$ cat config.mk
export PLATFORM = sky130hd
export DESIGN_NAME = rv32i_phys_reg_free_list
export DESIGN_NICKNAME = d
export VERILOG_FILES = /design/src/rtl/rv32i_pkg.sv /design/src/rtl/rv32i_tag_fifo.sv /design/src/rtl/rv32i_phys_reg_free_list.sv
export SDC_FILE = /design/constraint.sdc
export NUM_CORES = 1
export LEC_CHECK = 0
export CORE_ASPECT_RATIO = 0.7
export CORE_MARGIN = 2
export CORE_UTILIZATION = 67
export DETAILED_ROUTE_END_ITERATION = 6
export PLACE_DENSITY_LB_ADDON = 0.08
export SYNTH_ARGS = -nofsm -noshare
export SYNTH_HDL_FRONTEND = slang
export SYNTH_SLANG_ARGS = --single-unit
export TNS_END_PERCENT = 1
$ cat constraint.sdc
create_clock -name clk -period 5.5 [get_ports clk]
set_input_delay 1.375 -clock clk [delete_from_list [all_inputs] [get_ports clk]]
set_output_delay 1.375 -clock clk [all_outputs]
set_load 0.1 [all_outputs]
$ cat src/rtl/rv32i_pkg.sv
// Shared sizing for the rename free-list slice: tag widths, list depth and the
// record that describes one tag being handed back to the free list.
package rv32i_pkg;
    localparam int PHYS_REG_FILE_IDX_BW = 6;
    localparam int ARCH_REG_FILE_IDX_BW = 5;
    localparam int FREE_LIST_DEPTH      = 2**PHYS_REG_FILE_IDX_BW - 2**ARCH_REG_FILE_IDX_BW;

    typedef struct packed {
        logic                            vld;
        logic [PHYS_REG_FILE_IDX_BW-1:0] tag;
    } tag_push_t;
endpackage

$ cat src/rtl/rv32i_tag_fifo.sv
// Circular tag FIFO with wrap-bit pointers; reset preloads BASE..BASE+DEPTH-1 so
// the list starts full of the physical tags no architectural register owns.
module rv32i_tag_fifo #(
    parameter int DEPTH = 32,
    parameter int W     = 6,
    parameter int CNT_W = 7,
    parameter int BASE  = 32
) (
    input  logic             clk,
    input  logic             rstn,
    input  logic             push,
    input  logic [W-1:0]     push_tag,
    input  logic             pop,
    output logic [W-1:0]     head_tag,
    output logic [CNT_W-1:0] cnt
);
    localparam int AW = (DEPTH > 1) ? $clog2(DEPTH) : 1;

    logic [W-1:0] mem [DEPTH];
    logic [AW:0]  rd_ptr, wr_ptr;
    logic         do_pop, do_push, full;

    function automatic logic [AW:0] next_ptr(input logic [AW:0] p);
        // Explicit wrap keeps non power-of-two depths correct.
        if (p[AW-1:0] == AW'(DEPTH-1)) return {~p[AW], {AW{1'b0}}};
        return p + 1'b1;
    endfunction

    assign full     = (cnt == CNT_W'(DEPTH));
    assign do_pop   = pop && (cnt != '0);
    assign do_push  = push && (!full || do_pop);
    assign head_tag = mem[rd_ptr[AW-1:0]];

    always_ff @(posedge clk or negedge rstn) begin
        if (!rstn) begin
            for (int i = 0; i < DEPTH; i++) mem[i] <= W'(BASE + i);
            rd_ptr <= '0;
            wr_ptr <= {1'b1, {AW{1'b0}}};
            cnt    <= CNT_W'(DEPTH);
        end else begin
            if (do_push) begin
                mem[wr_ptr[AW-1:0]] <= push_tag;
                wr_ptr              <= next_ptr(wr_ptr);
            end
            if (do_pop) rd_ptr <= next_ptr(rd_ptr);
            if (do_push && !do_pop)      cnt <= cnt + 1'b1;
            else if (do_pop && !do_push) cnt <= cnt - 1'b1;
        end
    end

    // A push into a full list with no pop means a tag was duplicated upstream.
    assert property (@(posedge clk) disable iff (!rstn) !(push && full && !do_pop));
endmodule

$ cat src/rtl/rv32i_phys_reg_free_list.sv
// Physical register free list: hands out free tags to dispatch and, at retire,
// recycles the tag the retiring write supersedes via the retirement RAT.
module rv32i_phys_reg_free_list
    import rv32i_pkg::*;
#(
    parameter int PHYS_REG_FILE_DEPTH = 2**PHYS_REG_FILE_IDX_BW,
    parameter int ARCH_REG_FILE_DEPTH = 2**ARCH_REG_FILE_IDX_BW
) (
    input  logic                            clk,
    input  logic                            rstn,
    input  logic                            i_alloc_req,
    output logic                            o_alloc_vld,
    output logic [PHYS_REG_FILE_IDX_BW-1:0] o_alloc_tag,
    input  logic                            i_retire,
    input  logic                            i_retire_dst_vld,
    input  logic [PHYS_REG_FILE_IDX_BW-1:0] i_retire_dst_phys_rf_tag,
    input  logic [ARCH_REG_FILE_IDX_BW-1:0] i_retire_dst_arch_rf_idx,
    output logic                            o_freed_vld,
    output logic [PHYS_REG_FILE_IDX_BW-1:0] o_freed_tag,
    output logic [PHYS_REG_FILE_IDX_BW:0]   o_free_cnt
);
    localparam int FL_DEPTH = PHYS_REG_FILE_DEPTH - ARCH_REG_FILE_DEPTH;

    logic [PHYS_REG_FILE_IDX_BW-1:0] rrat [ARCH_REG_FILE_DEPTH];
    logic                            retire_wr, arch_nz, alloc_fire;
    tag_push_t                       push;

    assign retire_wr  = i_retire && i_retire_dst_vld;
    assign arch_nz    = (i_retire_dst_arch_rf_idx != '0);
    assign alloc_fire = i_alloc_req && o_alloc_vld;
    assign o_alloc_vld = (o_free_cnt != '0);

    // x0 never holds a mapping, so its "new" tag goes straight back to the list.
    always_comb begin
        push.vld = retire_wr;
        push.tag = arch_nz ? rrat[i_retire_dst_arch_rf_idx] : i_retire_dst_phys_rf_tag;
    end

    always_ff @(posedge clk or negedge rstn) begin
        if (!rstn) begin
            for (int i = 0; i < ARCH_REG_FILE_DEPTH; i++)
                rrat[i] <= PHYS_REG_FILE_IDX_BW'(i);
        end else if (retire_wr && arch_nz) begin
            rrat[i_retire_dst_arch_rf_idx] <= i_retire_dst_phys_rf_tag;
        end
    end

    always_ff @(posedge clk or negedge rstn) begin
        if (!rstn) begin
            o_freed_vld <= 1'b0;
            o_freed_tag <= '0;
        end else begin
            o_freed_vld <= push.vld;
            if (push.vld) o_freed_tag <= push.tag;
        end
    end

    rv32i_tag_fifo #(
        .DEPTH (FL_DEPTH),
        .W     (PHYS_REG_FILE_IDX_BW),
        .CNT_W (PHYS_REG_FILE_IDX_BW + 1),
        .BASE  (ARCH_REG_FILE_DEPTH)
    ) u_fifo (
        .clk      (clk),
        .rstn     (rstn),
        .push     (push.vld),
        .push_tag (push.tag),
        .pop      (alloc_fire),
        .head_tag (o_alloc_tag),
        .cnt      (o_free_cnt)
    );
endmodule

Yosys cells after proc, flatten, opt, wreduce, memory -nomap -nowiden
Cells that the tools add are included.
- add/sub/neg operators: 4
- equal/unequal tests: 3
- mux-type cells: 23
- bitwise logic cells: 5
- reduce and logical (&&, ||, !) cells: 16
- order comparisons: 5
- operators with widths (operator ; number):
    $bwmux W192 ; 2
    $mux W6 ; 11
    $bmux W6 S5 ; 2
    $demux W6 S5 ; 2
    $ge A6 B6 Y1 const B ; 3
    $not A5 Y6 ; 3
    $mux W7 ; 2
    $add A6 B1 Y6 const B ; 2
    $lt A6 B1 Y1 const B ; 2
    $eq A5 B5 Y1 const B ; 2
    $logic_and A1 B1 Y1 ; 9
    $add A7 B1 Y7 const B ; 1
    $eq A7 B6 Y1 const B ; 1
    $reduce_bool A7 Y1 ; 1
    $sub A7 B1 Y7 const B ; 1
    $reduce_bool A5 Y1 ; 1
    $mux W1 ; 4
    $logic_not A1 Y1 ; 3
    $not A1 Y1 ; 2
    $reduce_bool A2 Y1 ; 1
    $logic_or A1 B1 Y1 ; 1
- logic and storage cells: 125
- flip-flop bits (word level): 410
- bits of input ports: 16
- output and inout port bits: 21

Depth between registers and ports, before layout
- depth after elaboration: 9
- gate-level depth with buffers: 12
- depth with buffers taken out: 12

Modules after synthesis
A second synthesis with hierarchy kept.
- cells, all modules: 1365
- area, all modules: 19563.8 sq um
- modules (own cells, without submodules) (module ; times used ; cells each ; area each (sq um) ; sequential area each (sq um)):
    rv32i_tag_fifo ; 1 ; 690 ; 10057.1 ; 5371.4
    rv32i_phys_reg_free_list ; 1 ; 675 ; 9506.6 ; 5079.9

Worst setup path before layout
OpenSTA, ideal clock, no wires.
- kind: flip-flop to output port
- from: register u_fifo.rd_ptr[0]
- to: output o_alloc_tag[4]
- data required time: 4.125 ns
- path buffers: 3
- slack: 0.249 ns
- stages on the path, launching flop included: 7
- data arrival time: 3.876 ns
- cell sequence: dfrtp_1 clkbuf_1 buf_2 buf_2 mux4_2 mux2i_1 a221oi_1
- word-level cells in the longest chain between the ends: 4
- RTL lines (item ; line ; RTL):
    start: declaration ; rv32i_tag_fifo.sv:20 ; logic [AW:0] rd_ptr, wr_ptr;
    start signal: assignment ; rv32i_tag_fifo.sv:45 ; if (do_pop) rd_ptr <= next_ptr(rd_ptr);
    $not A5 Y6 (not written as such) ; rv32i_tag_fifo.sv:32 ; assign head_tag = mem[rd_ptr[AW-1:0]];
    $bmux W6 S5 ; rv32i_tag_fifo.sv:32 ;
    $mux W6 (not written as such) (2 in a row) ; rv32i_tag_fifo.sv:32 ;
    end: declaration ; rv32i_phys_reg_free_list.sv:13 ; output logic [PHYS_REG_FILE_IDX_BW-1:0] o_alloc_tag,
Every way passes these cells. The select of a mux whose other input is x is not followed.

Worst setup path in the final report
- from: register u_fifo.rd_ptr[0]
- to: output o_alloc_tag[3]
The elaborated chain is that of the path after synthesis.

==> out/results.txt <==
core area -> 28800 sq um
1st-iter DRT viols -> 1313
Final Skew -> 0.0268 ns
final-stage net count -> 1446
Synth warnings -> 0
Syn Area/Cell -> 13.9 sq um
Post CTS Setup Buffer Count -> 0
# port buffers -> 36
antenna violation net count after detailed routing -> 0
Pleak -> 9.49 nW
Synth Net Count -> 1440
number of clock buffers inserted by TritonCTS -> 39
Clock Latency Late Sink -> 0.56 ns
Crit Path Class -> register to primary output
critical path required time -> 4.12 ns
CP max stage delay -> 0.89 ns
synthesized instance count -> 1410
# rows -> 52
P per Cell Area -> 436 nW/um^2
Clock Sinks -> 406
crit path capture type -> primary output
clk slew on worst S/H paths -> 0.06 ns
TritonRoute pass-1 iters -> 5
max cap viols -> 0
first-pass GRT wire length -> 75.0 mm
die area -> 30600 sq um
CP arrival -> 3.29 ns
H-tree depth -> 2
ys flop type -> dfrtp_1
overall power -> 9.37 mW
initial antenna violation count -> 0
# setup viols final -> 0
Placer Congestion -> 0.970
Max rail drop VDD -> 420 uV
vias in the first global route -> 12.5k
crit path max fanout -> 32
DP HPWL -> 30.8 mm
most used cell, CP -> buf_4
Post-CTS Resized -> 0
mean number of vias per cell -> 6.75
CTS tree -> done
Fill cells -> 1827
Hold-fix buffers, CTS -> 0
critical path startpoint category -> register
crit-path cells -> buf_4 -> mux4_2 -> mux2i_1 -> a221oi_1 -> buf_4
routed len/inst -> 25.8 um
FF+latch count, synth -> 406
global route overflow -> 0
P&R area growth vs syn -> 9.70%
Cell Area, Synth -> 19600 sq um
total track usage -> 0.321
Worst Tran Pin Value -> 1.20 ns
r2r worst-path depth -> 12
Post-synth EDFFs -> 0
clk buf depth -> 3
Worst Hold Class -> register to register
outcome -> finished, final reports clean
Routed Wire Length -> 47.0 mm
final hold violations -> 0
Slew headroom -> 0.196
Max Freq -> 214 MHz
Die Y -> 147 um
share of layout cells above drive strength 1 -> 0.466
CP max stage cell -> dfrtp_4
Die W -> 208 um
synth unique cells -> 68
cell chosen for the clock root -> clkbuf_16
register area share after synthesis -> 0.531
IO Pins -> 37
RSZ-0062 raised after global routing -> false
hold_ws -> 0.374 ns
detailed-route DRC error count -> 0
routed via count -> 12.3k
Final period util -> 0.848
initial core utilization -> 0.679
largest net degree at the start of global routing -> 128
Hold Path Depth -> 0
Final min period -> 4.66 ns
final setup TNS -> 0 ns
FFs w/ async S/R, synth -> 1.00
Max Slew Vio Count -> 0
[critical path: cells and delay by family, from the launching register on]
kind,cells,cell delay [ns]
multiplexers,2,0.39
AO/OA/AOI/OAI,1,0.54
buffers and inverters,2,0.87
flip-flops,1,0.89
[flip-flops by register name (all words and copies together), names as in the netlist]
name           count
u_fifo.cnt         7
u_fifo.rd_ptr      5
o_freed_vld        1
o_freed_tag        6
u_fifo.wr_ptr      5
u_fifo.mem       192
rrat             190
[report_power, final]
part	internal (mW)	total, mW	switching, mW
logic	1.03	2.57	1.54
registers	3.67	4.15	0.479
clock network	1.49	2.65	1.16
total	6.19	9.37	3.18
[cells in the final DEF (no fill, tap or decap), drive strengths merged, types with 19 or more instances in the layout]
| master | n |
|---|---|
| buf | 40 |
| clkbuf | 62 |
| mux2 | 365 |
| o22ai | 32 |
| nor2 | 42 |
| o21ai | 19 |
| dfstp | 193 |
| clkdlybuf4s50 | 28 |
| mux4 | 59 |
| o31ai | 31 |
| nand3 | 21 |
| nand2 | 74 |
| dfrtp | 213 |
| mux2i | 86 |
[layer usage]
metal / share of wire / global-route usage / vias up
met5: 0 / 0 / -
li1: - / - / 5267
met3: 0.091 / 0.0799 / 70
met2: 0.42 / 0.437 / 477
met4: 0.018 / 0.0737 / 0
met1: 0.47 / 0.518 / 6507
[stage by stage]
| step | worst slack (ns) | instances | area, sq um | utilization |
|---|---|---|---|---|
| floorplan | 0.249 | 1410 | 19600 | - |
| global placement | 0.987 | 1753 | 20200 | 0.702 |
| detailed placement | 0.813 | 1753 | 20200 | 0.702 |
| CTS | 0.786 | 1824 | 21500 | 0.745 |
| global route | 0.659 | 1824 | 21500 | 0.745 |
| finish | 0.837 | 1825 | 21500 | 0.745 |
[path summary, 6_finish.rpt]
| check | to | startpoint | slack [ns] |
|---|---|---|---|
| hold / removal | rrat[190] | rrat[190] | 0.37 |
| setup reg to reg | u_fifo.cnt[6] | u_fifo.cnt[3] | 1.63 |
| min in group asynchronous | rrat[159] | rstn | 0.91 |
| max in group asynchronous | u_fifo.mem[48] | rstn | 3.45 |
| hold reg to reg | rrat[190] | rrat[190] | 0.37 |
| setup / recovery | o_alloc_tag[3] | u_fifo.rd_ptr[0] | 0.84 |
[layout make-up]
class / count / area [sq um] / share of cell area
tap: 378 / 473 / 0.0220
timing repair buffer: 68 / 626 / 0.0291
clock inverter: 9 / 90.1 / 0.00419
clock buffer: 62 / 1150 / 0.0537
sequential: 406 / 10400 / 0.484
multi-input combinational: 886 / 8670 / 0.404
inverter: 15 / 56.3 / 0.00262
antenna: 1 / 2.50 / 0.000116
[synth_stat cells (all sizes together) (5+ instances only)]
master  count  share of area
nand3      21         0.0054
a31oi       5         0.0016
o31ai      31          0.013
mux2      365           0.21
a211oi      5         0.0026
and3       16         0.0051
a21oi       5         0.0013
nor3        8         0.0026
nor2       42         0.0084
mux4       59          0.068
a22o        6         0.0027
buf        38          0.012
a221oi      6         0.0027
nand2      74          0.014
nand2b      5         0.0016
dfrtp     213           0.27
dfstp     193           0.26
ha         13         0.0083
mux2i      86          0.044
o21ai      19         0.0049
clkbuf     65          0.012
inv        15         0.0029
nor2b      12         0.0038
and2        5         0.0016
nor4        7         0.0026
o22ai      32          0.010
nand4       5         0.0016
[kinds of logic (layout without fill, tap and decap cells)]
| logic type | count (synthesis) | in the layout | synth area share |
|---|---|---|---|
| buffers and inverters | 118 | 154 | 0.0274 |
| flip-flops | 406 | 406 | 0.531 |
| AO/OA/AOI/OAI | 133 | 133 | 0.0492 |
| multiplexers | 510 | 510 | 0.322 |
| XOR/XNOR | 4 | 4 | 0.00179 |
| adder cells (fa/ha/maj) | 14 | 14 | 0.00933 |
| other | 0 | 1 | 0 |
| AND/OR/NAND/NOR | 225 | 225 | 0.0594 |
Note: power is estimated with default switching activity, not from simulation.
